===== src/rtl/cnn_pkg.sv =====
// Constants and helpers shared by the CNN datapath stages (convolution and pooling).
package cnn_pkg;
  localparam int CNN_W  = 32;
  localparam int CNN_H  = 32;
  localparam int CNN_DW = 8;

  // Callers sign-extend narrower samples into this width and truncate the result back.
  localparam int MAX2_W = 32;

  function automatic logic signed [MAX2_W-1:0] max2(input logic signed [MAX2_W-1:0] a,
                                                    input logic signed [MAX2_W-1:0] b);
    return (a > b) ? a : b;
  endfunction
endpackage


===== src/rtl/pool_row_buffer.sv =====
// Half-width row buffer holding the horizontal partial maxima of the even row.
module pool_row_buffer #(
  parameter int DEPTH = 16,
  parameter int DW    = 8,
  parameter int AW    = 4
) (
  input  logic                 clk,
  input  logic                 we,
  input  logic [AW-1:0]        waddr,
  input  logic signed [DW-1:0] wdata,
  input  logic [AW-1:0]        raddr,
  output logic signed [DW-1:0] rdata
);
  logic signed [DW-1:0] mem [DEPTH];

  always_ff @(posedge clk) begin
    if (we) mem[waddr] <= wdata;
  end

  assign rdata = mem[raddr];
endmodule


===== src/rtl/conv_maxpool_2x2.sv =====
// Optional ReLU plus 2x2 stride-2 max-pooling over a raster-order signed feature map.
module conv_maxpool_2x2
  import cnn_pkg::*;
#(
  parameter int W    = CNN_W,
  parameter int H    = CNN_H,
  parameter int DW   = CNN_DW,
  parameter bit RELU = 1'b1
) (
  input  logic                 clk,
  input  logic                 rst_n,
  input  logic                 clr,
  input  logic                 din_valid,
  input  logic signed [DW-1:0] din,
  output logic                 dout_valid,
  output logic signed [DW-1:0] dout,
  output logic                 dout_last
);
  localparam int CW = $clog2(W);
  localparam int RW = $clog2(H);
  localparam int AW = (W > 2) ? $clog2(W / 2) : 1;

  logic [CW-1:0]        col;
  logic [RW-1:0]        row;
  logic signed [DW-1:0] h_reg;
  logic signed [DW-1:0] rb_rdata;
  logic signed [DW-1:0] m;
  logic signed [DW-1:0] p_max;
  logic signed [DW-1:0] p;
  logic [AW-1:0]        rb_addr;
  logic                 col_last;
  logic                 row_last;
  logic                 rb_we;

  assign col_last = (col == CW'(W - 1));
  assign row_last = (row == RW'(H - 1));
  assign rb_addr  = AW'(col >> 1);

  assign m     = DW'(max2(MAX2_W'(h_reg), MAX2_W'(din)));
  assign p_max = DW'(max2(MAX2_W'(rb_rdata), MAX2_W'(m)));
  assign p     = (RELU && (p_max < 0)) ? '0 : p_max;

  // Even rows park their horizontal maxima; odd rows at the same column read them back.
  assign rb_we = din_valid && !clr && col[0] && !row[0];

  pool_row_buffer #(
    .DEPTH (W / 2),
    .DW    (DW),
    .AW    (AW)
  ) u_rowbuf (
    .clk   (clk),
    .we    (rb_we),
    .waddr (rb_addr),
    .wdata (m),
    .raddr (rb_addr),
    .rdata (rb_rdata)
  );

  always_ff @(posedge clk or negedge rst_n) begin
    if (!rst_n) begin
      col        <= '0;
      row        <= '0;
      h_reg      <= '0;
      dout       <= '0;
      dout_valid <= 1'b0;
      dout_last  <= 1'b0;
    end else begin
      dout_valid <= 1'b0;
      dout_last  <= 1'b0;
      if (clr) begin
        col   <= '0;
        row   <= '0;
        h_reg <= '0;
      end else if (din_valid) begin
        if (!col[0]) begin
          h_reg <= din;
        end else if (row[0]) begin
          dout       <= p;
          dout_valid <= 1'b1;
          dout_last  <= row_last && col_last;
        end
        col <= col_last ? '0 : col + 1'b1;
        if (col_last) row <= row_last ? '0 : row + 1'b1;
      end
    end
  end
endmodule


===== config.mk =====
export PLATFORM = sky130hd
export DESIGN_NAME = conv_maxpool_2x2
export DESIGN_NICKNAME = d
export VERILOG_FILES = /design/src/rtl/cnn_pkg.sv /design/src/rtl/pool_row_buffer.sv /design/src/rtl/conv_maxpool_2x2.sv
export SDC_FILE = /design/constraint.sdc
export NUM_CORES = 1
export LEC_CHECK = 0
export ABC_AREA = 1
export BUFFER_PORTS_ARGS = -buffer_cell sky130_fd_sc_hd__buf_2
export CORE_MARGIN = 5
export CORE_UTILIZATION = 35
export DETAILED_ROUTE_END_ITERATION = 8
export PLACE_DENSITY = 0.49
export SYNTH_ARGS = -nofsm -noshare
export SYNTH_HDL_FRONTEND = slang
export SYNTH_SLANG_ARGS = --single-unit

===== constraint.sdc =====
create_clock -name clk -period 4.25 [get_ports clk]
set_clock_uncertainty 0.05 [all_clocks]
set_input_delay 0.85 -clock clk [delete_from_list [all_inputs] [get_ports clk]]
set_output_delay 0.85 -clock clk [all_outputs]
set_load 0.01 [all_outputs]

After elaboration in Yosys (flattened, before gate mapping) --
Memories as Yosys holds them, arrays and structs flattened. Cells that the tools add are included. W data, S select, Z words.
Word-level totals: register bits 28, bits in writable memories 128, input bits 12, output and inout port bits 10, word-level logic and storage cells 50, memories 1
Operators by class: add/sub/neg operators 2, order comparisons 3, equality and inequality tests 3, multiplexer cells 23, bitwise operators 1, reduce and logical (&&, ||, !) cells 11
Memories:
- u_rowbuf.mem | depth 16, bits a word 8, rd ports 1, clocked after Yosys merged registers in 0, wr ports 1, line pool_row_buffer.sv:14 | logic signed [DW-1:0] mem [DEPTH];
Operators by type and width (count):
- $mux W8 | 6
- $mux W5 | 7
- $gt A8 B8 Y1 | 2
- $add A5 B1 Y5 const B | 2
- $eq A5 B5 Y1 const B | 2
- $mux W1 | 10
- $lt A8 B1 Y1 const B | 1
- $logic_and A1 B1 Y1 | 4
- $reduce_and A2 Y1 | 2
- $reduce_and A4 Y1 | 1
- $reduce_bool A2 Y1 | 2
- $logic_not A1 Y1 | 2
- $ne A2 B2 Y1 const B | 1
- $not A1 Y1 | 1

Logic depth before layout (Yosys ltp) --
depth in word-level cells 6, mapped depth 29, gate-level depth less buffers 28

Hierarchy --
Synthesis repeated with hierarchy kept, for this count alone.
Second synthesis, totals: cell total of the unflattened synthesis 789, area, all modules 7561.0 um^2
By module, submodules not included:
- pool_row_buffer | instances 1, cells an instance 543, area an instance 5606.6 um^2, sequential area each 3843.7 um^2
- conv_maxpool_2x2 | instances 1, cells an instance 246, area an instance 1954.4 um^2, sequential area each 675.6 um^2

Least setup slack after synthesis --
OpenSTA, ideal clock, no wires.
kind input to register, from input din[7], to register dout[5], setup time 117 ps, data arrival time 4165 ps, data required time 4083 ps, setup slack -83 ps, stages 24, buffers on the path 1, cell sequence inv_1 -> ha_1 -> a21o_1 -> nor2_1 -> nand2_1 -> nand2_1 -> nand3_2 -> clkbuf_1 -> o21ai_0 -> inv_1 -> ha_1 -> nand2_1 -> nor2_1 -> nand2_1 -> nand2_1 -> nand2_1 -> nand2_1 -> nand2_2 -> nand2_4 -> nand2_4 -> nand2_4 -> nand2_4 -> nand3_1 -> nand2_1
Between the ends: cells in the longest elaborated chain, start to end 6
RTL lines:
- start, declared | line conv_maxpool_2x2.sv:14 | input logic signed [DW-1:0] din,
- $gt A8 B8 Y1 (*) | line cnn_pkg.sv:12 | return (a > b) ? a : b;
- $mux W8 (*) | line cnn_pkg.sv:12
- net m[3] | line conv_maxpool_2x2.sv:27 | logic signed [DW-1:0] m;
- $gt A8 B8 Y1 | line cnn_pkg.sv:12
- $mux W8 (*) | line cnn_pkg.sv:12
- $lt A8 B1 Y1 | line conv_maxpool_2x2.sv:41 | assign p = (RELU && (p_max < 0)) ? '0 : p_max;
- $mux W8 (*) | line conv_maxpool_2x2.sv:41
- end signal, assigned | line conv_maxpool_2x2.sv:78 | dout <= p;
- end, declared | line conv_maxpool_2x2.sv:16 | output logic signed [DW-1:0] dout,
The timed path passes the listed nets; every way through them passes the cells marked *. A chain may end at the register's enable or synchronous reset.

Worst setup path after layout --
Ends and elaborated chain as after synthesis.

==> flow_summary.yaml <==
status:
  status: "finished, final reports clean"
sta:
  fin_tns_setup_ns: 0
  period_needed_ns: 3.60
  setup_viol: 0
  worst-slew-pin-transition_ns: 0.817
  hold_violations: 0
  holdWs_ns: 0.381
  period_share: 0.847
  slew_violations: 0
  max_clock_freq_mhz: 278
  max-slew-margin-rel: 0.454
  rsz0062_at_grt: "false"
die:
  placementRows: 50
  dieArea_um2: 21900
  core_area_um2: 18800
  boundaryPins: 22
  start_util: 0.356
  die_w_um: 148
  floorplan.die.height_um: 148
drt:
  routed_wl_um: 16500
  wl_per_cell_um: 19.3
  vias: 4433
  drtIter0Drc: 280
  top_layer_used: "met4"
  wl_met3_um: 823
  first_pass_iters: 5
  drc_errors: 0
  via_per_inst: 5.20
  ant_nets: 0
  met1_length_um: 7490
  route.met2.wl_um: 7880
critical_path:
  end_kind: "flop"
  crit_fanout: 16
  critPathKind: "input port to flop"
  cpMaxStageDelayCell: "ha_1"
  cp_slowest_stage_delay_ns: 0.34
  required_ns: 4.51
  startpoint_type: "input port"
  worstPathCellList: "buf_2, inv_1, ha_1, nand2_1, nor2_1, nand2_1, nand3_1, nand3_2, o21ai_1, inv_1, ha_1, nand2_1, nor2_1, nand2_1, nand2_1, nand2_1, nand2_1, nand2_2, nand2_4, nand2_4, nand2_4, nand2_4, nand3_1, nand2_1"
  crit_top_cell: "nand2_1"
  critical_path_arrival_ns: 3.87
finish:
  multi_input_area_um2: 1900
  n_fill_cell: 1785
  antenna_cells: 0
  fin_cells: 852
  largest_reg_flops: 128
  layout.nets: 635
  regArea_um2: 4520
  area_growth_pct: 15.3
  drive_above_1_share: 0.146
synth:
  synth_seq_cells: 155
  synth.cell_area_um2: 6680
  synth_top_area_share: 0.575
  ys.warnings.count: 0
  synth.avg_cell_area_um2: 12.0
  syn-num-nets: 587
  ys_seq_area_frac: 0.677
  synth_top_cell_by_area: "edfxtp_1"
  synth_cell_types: 34
  syn_inst: 557
  synthTopCellsByArea: "edfxtp_1 58%, dfrtp_1 10%, nand2_1 6.7%"
global_route:
  grt_max_degree: 34
  grt_antenna_before_repair: 0
  grt_util_all_layers: 0.157
  grt-ovfl-total: 0
  grt_pass1_vias: 4505
  grt_pass1_wl_um: 25900
placed_design:
  numPortBuffers: 20
  place_hpwl_um: 10600
  gp_routability_congestion: 0.874
  dp.cells: 820
clock_network:
  htreeDepth: 4
  cts_hold_buffers: 0
  cts_resized: 0
  path_clk_slew_ns: 0.06
  clkLatencyLatePin_ns: 0.43
  cts_sinks: 155
  clock_path_buffers: 2
  clock_tree.root_cell: "clkbuf_16"
  cts_buffers: 17
  post_cts.repair.setup_buffers: 0
  cts_tree: "yes"
power:
  p_leak_nw: 2.97
  vdd_drop_max_uv: 277
  power_density_nw_per_um2: 467
job:
  maxCapViolCount: 0
min_path:
  min_path_type: "input port to asynchronous set/reset pin"
metrics by stage:
step / instance area (um2) / total power [W] / setup slack [ns] / utilization
floorplan: 6680 / 0.00209 / 0.189 / -
global placement: 7180 / 0.00226 / 0.342 / 0.382
detailed placement: 7180 / 0.00227 / 0.261 / 0.382
CTS: 7700 / 0.00363 / 0.681 / 0.410
global route: 7700 / 0.00375 / 0.282 / 0.410
finish: 7700 / 0.00359 / 0.648 / 0.410
power by group:
group / switching, W / leakage, nW / internal [W]
sequential: 0.0000220 / 1.53 / 0.00174
combinational: 0.000339 / 1.20 / 0.000137
clock: 0.000607 / 0.248 / 0.000750
cells in the mapped netlist:
cell type,count
buf_1,2
o21bai_1,1
nor3_2,1
buf_2,1
nor2_1,38
clkbuf_1,8
nand2_2,2
o32ai_1,4
nand4_1,15
buf_4,3
a22oi_1,52
edfxtp_1,128
nor2_4,1
nand2_4,4
ha_1,18
a21oi_1,24
nor3_1,5
o221ai_1,1
a32o_1,2
inv_2,4
o31ai_1,4
nand2_1,119
or4_1,4
buf_6,1
nand3_1,19
dfrtp_1,27
a21o_1,1
nand3_2,4
conb_1,1
nor2_2,2
clkinv_1,1
nand4_2,1
inv_1,44
o21ai_0,15
layout make-up:
cell class	instances	share of cell area
Multi-Input combinational cell	338	0.247
Timing Repair Buffer	44	0.0364
Sequential cell	155	0.587
Clock inverter	12	0.0117
Inverter	49	0.0239
Tap cell	234	0.0380
Clock buffer	20	0.0567
final timing paths:
kind | start | end | slack [ns] | depth (start not counted)
min in group clk | dout[2] | dout[2] | 0.43 | 2
worst max register to register | col[1] | dout[5] | 0.73 | 19
worst min-delay path | rst_n | row[4] | 0.38 | 1
worst min register to register | dout[2] | dout[2] | 0.43 | 2
worst max-delay path | din[7] | dout[5] | 0.65 | 24
max in group asynchronous | rst_n | dout[2] | 3.35 | 1
kinds of logic (layout without fill, tap and decap cells):
| kind of cell | Yosys count | count (layout) | synth area share |
|---|---|---|---|
| and+or+nand+nor | 215 | 215 | 0.146 |
| DFF | 155 | 155 | 0.677 |
| buffers and inverters | 64 | 125 | 0.0390 |
| AOI/OAI and AO/OA | 104 | 104 | 0.104 |
| other | 1 | 1 | 0.000561 |
| adders and majority gates | 18 | 18 | 0.0337 |
critical path: cells and delay by family:
kind                     cells  cell delay (ns)
AND/OR/NAND/NOR             18             1.87
adder cells (fa/ha/maj)      2             0.64
AO/OA/AOI/OAI                1             0.28
buffers and inverters        3             0.21
routing by layer:
| metal | vias to the layer above | GRT usage |
|---|---|---|
| li1 | 2117 | - |
| met1 | 2189 | 0.209 |
| met2 | 103 | 0.256 |
| met3 | 24 | 0.0399 |
| met4 | 0 | 0.0476 |
| met5 | - | 0 |
placed cells by master (no fill, tap or decap), types with 17 or more instances in the layout:
master / instances
nand3_1: 19
dfrtp_1: 27
buf_2: 20
clkbuf_16: 17
a21oi_1: 24
buf_4: 24
nor2_1: 38
edfxtp_1: 128
nand2_1: 119
inv_1: 44
ha_1: 18
a22oi_1: 52
No activity file was read; power rests on OpenSTA's default activity.
